### src/rtl/debounce_edge.sv
// Debounces one asynchronous pushbutton/switch input: synchroniser, counter-qualified
// four-state FSM, registered level plus single-cycle rise/fall pulses.
module debounce_edge #(
  parameter int unsigned SYNC_STAGES     = 2,
  parameter int unsigned CNT_WIDTH       = 16,
  parameter int unsigned DEBOUNCE_CYCLES = 50000
) (
  input  logic clock,
  input  logic rst_asyn,
  input  logic enable,
  input  logic btn_in,
  output logic btn_level,
  output logic rise_pulse,
  output logic fall_pulse,
  output logic busy
);

  typedef enum logic [1:0] {
    IDLE_LOW   = 2'd0,
    CHECK_HIGH = 2'd1,
    IDLE_HIGH  = 2'd2,
    CHECK_LOW  = 2'd3
  } state_t;

  localparam logic [CNT_WIDTH-1:0] N = CNT_WIDTH'(DEBOUNCE_CYCLES);

  logic [SYNC_STAGES-1:0] r_sync;
  logic                   w_sync_out;
  state_t                 r_state, w_state_nxt;
  logic [CNT_WIDTH-1:0]   r_cnt, w_cnt_nxt;
  logic                   w_rise_nxt, w_fall_nxt;
  logic                   r_level, r_rise, r_fall, r_busy;

  assign w_sync_out = r_sync[SYNC_STAGES-1];

  always_ff @(posedge clock or posedge rst_asyn) begin
    if (rst_asyn) r_sync <= '0;
    else          r_sync <= {r_sync[SYNC_STAGES-2:0], btn_in};
  end

  always_ff @(posedge clock or posedge rst_asyn) begin
    if (rst_asyn) begin
      r_state <= IDLE_LOW;
      r_cnt   <= '0;
    end else begin
      r_state <= w_state_nxt;
      r_cnt   <= w_cnt_nxt;
    end
  end

  always_comb begin
    w_state_nxt = r_state;
    w_cnt_nxt   = '0;
    w_rise_nxt  = 1'b0;
    w_fall_nxt  = 1'b0;
    case (r_state)
      IDLE_LOW: begin
        if (enable && w_sync_out) begin
          w_state_nxt = CHECK_HIGH;
          w_cnt_nxt   = CNT_WIDTH'(1);
        end
      end
      CHECK_HIGH: begin
        if (!enable || !w_sync_out) begin
          w_state_nxt = IDLE_LOW;
        end else if (r_cnt == N) begin
          w_state_nxt = IDLE_HIGH;
          w_rise_nxt  = 1'b1;
        end else begin
          w_cnt_nxt = r_cnt + CNT_WIDTH'(1);
        end
      end
      IDLE_HIGH: begin
        if (enable && !w_sync_out) begin
          w_state_nxt = CHECK_LOW;
          w_cnt_nxt   = CNT_WIDTH'(1);
        end
      end
      CHECK_LOW: begin
        if (!enable || w_sync_out) begin
          w_state_nxt = IDLE_HIGH;
        end else if (r_cnt == N) begin
          w_state_nxt = IDLE_LOW;
          w_fall_nxt  = 1'b1;
        end else begin
          w_cnt_nxt = r_cnt + CNT_WIDTH'(1);
        end
      end
      default: w_state_nxt = IDLE_LOW;
    endcase
  end

  // Outputs decoded from the next state into their own flops so they change on the
  // same edge as the state while having no combinational path from any input.
  always_ff @(posedge clock or posedge rst_asyn) begin
    if (rst_asyn) begin
      r_level <= 1'b0;
      r_rise  <= 1'b0;
      r_fall  <= 1'b0;
      r_busy  <= 1'b0;
    end else begin
      r_level <= (w_state_nxt == IDLE_HIGH) || (w_state_nxt == CHECK_LOW);
      r_rise  <= w_rise_nxt;
      r_fall  <= w_fall_nxt;
      r_busy  <= (w_state_nxt == CHECK_HIGH) || (w_state_nxt == CHECK_LOW);
    end
  end

  assign btn_level  = r_level;
  assign rise_pulse = r_rise;
  assign fall_pulse = r_fall;
  assign busy       = r_busy;

endmodule

### config.mk
export PLATFORM = sky130hd
export DESIGN_NAME = debounce_edge
export DESIGN_NICKNAME = d
export VERILOG_FILES = /design/src/rtl/debounce_edge.sv
export SDC_FILE = /design/constraint.sdc
export NUM_CORES = 1
export LEC_CHECK = 0
export ABC_AREA = 0
export CAP_MARGIN = 25
export CORE_MARGIN = 10
export CORE_UTILIZATION = 28
export DETAILED_ROUTE_END_ITERATION = 10
export SLEW_MARGIN = 20
export SYNTH_ARGS = -nofsm -noshare
export SYNTH_HDL_FRONTEND = slang
export SYNTH_SLANG_ARGS = --single-unit
export TNS_END_PERCENT = 100
### constraint.sdc
create_clock -name clock -period 4.7 [get_ports clock]
set_clock_uncertainty 0.1 [all_clocks]
set_input_delay 0.94 -clock clock [delete_from_list [all_inputs] [get_ports clock]]
set_output_delay 0.94 -clock clock [all_outputs]
set_load 0.02 [all_outputs]
; ---- After elaboration in Yosys (flattened, before gate mapping)
; Cells that the tools add are included.
; W data, S select, Z words.
[word_totals]
ff_bits = 24
inputBits = 4
output_inout_bits = 4
word_cells = 42
[op_classes]
addsub = 1
eq_ne = 7
n_mux = 18
n_reduce_logical = 9
[op_table]
columns = operator, n
row1 = $pmux W16 S4, 1
row2 = $mux W16, 3
row3 = $add A16 B1 Y16 const B, 1
row4 = $eq A16 B16 Y1 const B, 1
row5 = $mux W2, 6
row6 = $eq A2 B2 Y1 const B, 4
row7 = $pmux W2 S4, 1
row8 = $mux W1, 7
row9 = $eq A2 B1 Y1 const B, 2
row10 = $logic_or A1 B1 Y1, 4
row11 = $logic_and A1 B1 Y1, 2
row12 = $logic_not A1 Y1, 2
row13 = $logic_not A2 Y1, 1

; ---- Depth between registers and ports, before layout
[logic_depth]
ltp_word = 6
depth_mapped = 7
mapped_depth_nobuf = 6

; ---- Least setup slack after synthesis
; Ideal clock, no wire load.
[synth_timing]
kind = in2reg
startpoint = input port enable
endpoint = register r_level, in the netlist btn_level
setup_ns = 0.127
arrival_time_ns = 1.510
required_ns = 4.473
path_slack_ns = 2.963
cell_stages = 3
n_path_buf = 0
cell_sequence = nand2_1 > or2_4 > mux2_1
[synth_between]
elab_chain_cells = 6
word_cells_on_any_way = 13
cone_classes = eq/ne: 2 / mux: 5 / reduce/logical: 6
[synth_rtl]
columns = element, line_no
row1 = from (decl), 10  ; input logic enable,
row2 = $logic_not A1 Y1, "64, 80"
row3 = "$logic_or A1 B1 Y1, on equally long branches", "80, 64"
row4 = "$mux W2, on equally long branches", "80, 64"
row5 = $pmux W2 S4 *, 56  ; case (r_state)
row6 = $eq A2 B2 Y1, 102  ; r_level <= (w_state_nxt == IDLE_HIGH) || (w_state_nxt == CHECK_LOW);
row7 = $logic_or A1 B1 Y1 *, 102
row8 = to (signal assigned), 102
row9 = to (decl), 32  ; logic r_level, r_rise, r_fall, r_busy;
; Every way passes the cells marked *; elsewhere a longest branch is shown, timed or not.

==> results.md <==
* Status: finished clean
* Core outline area at 0.00372 mm^2
* PwrDens at 267 mW/mm^2
* Max transition margin at 0.449
* Arrival time at the worst endpoint at 1310 ps
* Total overflow reported by the global router at 0
* Source of the critical timing path: r_state[0]
* Number of instances in the synthesized netlist at 104
* Setup repair after global routing missed its margin: no
* Critical path fanouts, max at 5
* Fill cells at 384
* Measured slew at the worst slew-check pin at 825 ps
* # nets final at 120
* Syn_nets at 110
* Clk Latency, worst-skew pair at 260 ps
* Number of global-route vias before repair at 773
* Post-Synth XOR/XNOR Area at 0.120
* Most common library cell in the layout ignoring fill and taps: sky130_fd_sc_hd__dfrtp_1
* Total Die Area at 0.00680 mm^2
* Slowest library cell on the worst path: sky130_fd_sc_hd__clkdlybuf4s50_1
* Total number of vias at 720
* Cell family contributing the most delay on the critical path: buffers and inverters
* Simple logic cell fraction of the synthesized area at 0.265
* Final min period at 2350 ps
* Starting DRT DRC Count at 15
* Number of pins with negative max-slew slack in the final report at 0
* Pleak at 0.000490 uW
* Number of maximum-capacitance violations at 0
* Starting utilization of the core area at 0.294
* Setup slack after layout at 2350 ps
* Total stage count of the critical path at 1
* Clock Pin Slew Worst Setup and Hold Paths at 80 ps
* Hold wc startpoint: r_sync[0]
* Final-layout setup total negative slack at 0 ps
* Number of I/O pins at 8
* Avg Cell Area, Syn at 10.5 um^2
* Final Util at 0.337
* Slowest cell delay on critical path at 630 ps
* Count of H-tree levels built during CTS at 1
* Via-per-instance ratio at 4.47
* Final non-filler cell area at 0.00125 mm^2
* Total number of yosys warnings at 0
* CP Launch Type: register
* Layout Area Growth over Synthesis at 14.5%
* Maximum vdd drop at 0.000217 V
* Die Height at 82.5 um
* Cell area after synthesis at 0.00109 mm^2
* Post-CTS repair timing setup buffer count at 0
* Ordered list of cells on the worst path: clkdlybuf4s50_1
* FF-to-FF path depth at 6
* Adder-Cell Fraction of Synth Area at 0.0229
* Critical Path Sink Type: output pin
* Number of library cell types mapped by synthesis at 22
* Final setup violation count at 0
* Multiplexer fraction of the synthesized cell area at 0.0206
* First-pass GRT wire length at 3460 um
* Total of buffers placed on input and output ports at 7
* Worst R2R End: r_cnt[4]
* Leading cell types in the layout, fill and taps excluded: 23 x sky130_fd_sc_hd__dfrtp_1, 19 x sky130_fd_sc_hd__nor2_1, 12 x sky130_fd_sc_hd__xnor2_1, 8 x sky130_fd_sc_hd__nand2_1, 7 x sky130_fd_sc_hd__clkdlybuf4s50_1
* Final weighted congestion of routability-driven global placement at 0.814
* Maximum number of pins on one net before global-route repair at 24
* Endpoints failing hold at 0
* Worst setup path class: register to output pin
* Sum of net half-perimeters after detailed placement at 1370 um
* Post-synthesis register bit count at 23
* Fraction of layout instances using a drive strength above 1 at 0.0619
* Total Routed Length at 1900 um
* CTS Hold Buffers Added at 0
* Number of remaining DRC errors at 0
* Number of iterations in the first detailed-routing pass at 4
* Worst R2R Start: r_cnt[0]
* Antenna violation net count after detailed routing at 0
* Share of the synthesized area in compound gates (AO/OA/AOI/OAI) at 0.00916
* Post-DP Area at 0.00121 mm^2
* Hold Crit Class: register to register
* # resized after CTS at 0
* Site Rows at 22
* Maximum frequency from static timing analysis at 425 MHz
* Die Wd at 82.5 um
* Bufs on Longest Clock Path at 2
* Largest family of logic cells by synthesized area: simple AND/OR/NAND/NOR gates
* TritonCTS clock tree: yes
* Sequential cell area fraction in the yosys report at 0.527
* Post-route fraction of the period consumed by the critical path at 0.500
* Master cell of the clock root buffer: sky130_fd_sc_hd__clkbuf_8
* Minimum setup slack after placement at 2270 ps
* Setup slack of the most critical reg-to-reg path at 2750 ps
* Buffers & Inverters on Critical Path at 1
* Setup crit end: busy
* Number of inserted diodes at 0
* Number of buffers inserted during clock tree synthesis at 3
* Number of antenna violations at the first check in global routing at 0
* Total clock sinks at 23
* Data required, critical path at 3660 ps
* Worst hold slack after final layout at 252 ps
* Global-route total usage across every layer at 0.0657
* Routed wire per std cell at 11.8 um
cell families (layout without fill, tap and decap cells):
kind of cell             count (synthesis)  in the layout
AO/OA/AOI/OAI                            2              2
XOR/XNOR                                15             15
adder cells (fa/ha/maj)                  2              2
buffers and inverters                    8             17
flip-flops                              23             23
multiplexers                             2              2
AND/OR/NAND/NOR                         52             52
worst min path at each step:
stage	cells after the start	end	slack (ps)
final	0	r_sync[1]	250
after global routing	0	r_sync[1]	260
after CTS	0	r_sync[1]	250
after detailed placement	0	r_sync[1]	240
after global placement	0	r_sync[1]	230
after floorplan	0	r_sync[1]	230
sequential cells by signal, summed over array words and instances (netlist names):
signal,flops
fall_pulse,1
r_sync,2
r_cnt,16
btn_level,1
rise_pulse,1
r_state,2
per-layer routing:
metal  routed length [um]  global-route usage  vias up
met5                    0                   0        -
met1                  907              0.0813      342
met2                  914               0.100        8
met4                   40              0.0408        0
li1                     -                   -      366
met3                   39              0.0162        4
power by group:
part	leakage, uW	total [uW]	switching [uW]	internal (uW)
Combinational	0.000152	11.6	7.33	4.30
Sequential	0.000315	201	1.68	200
Clock	0.0000228	121	60.7	60.4
stage by stage:
step	total power, uW	cells
floorplan	212	104
global placement	217	157
detailed placement	217	157
CTS	338	161
global route	348	161
finish	334	161
cell usage after synthesis, drive strengths merged:
library cell / count / share of area
nand4: 6 / 0.040
and4: 1 / 0.0080
a21oi: 2 / 0.0092
nand3: 5 / 0.023
nor3b: 3 / 0.025
nor3: 3 / 0.014
nor4: 5 / 0.042
or2: 1 / 0.0080
and4bb: 1 / 0.011
mux2: 2 / 0.021
xor2: 3 / 0.024
buf: 2 / 0.015
dfrtp: 23 / 0.53
nor2: 19 / 0.065
ha: 2 / 0.023
nand2: 8 / 0.027
inv: 6 / 0.021
xnor2: 12 / 0.096
cell type report:
type                            instances  area, um^2  share of cell area
Multi-Input combinational cell         73         478               0.382
Tap cell                               48        60.1              0.0480
Clock buffer                            4        45.0              0.0360
Timing Repair Buffer                    7        70.1              0.0560
Sequential cell                        23         576               0.460
Inverter                                6        22.5              0.0180
worst reg2reg max path: stages, from the launching register on:
cell                       delay [ps]
sky130_fd_sc_hd__dfrtp_1          380
sky130_fd_sc_hd__inv_1             70
sky130_fd_sc_hd__ha_1             190
sky130_fd_sc_hd__and4bb_1         210
sky130_fd_sc_hd__nand4_2          130
sky130_fd_sc_hd__nand4_1          530
sky130_fd_sc_hd__nor2_1           270
No activity file was read; power rests on OpenSTA's default activity.
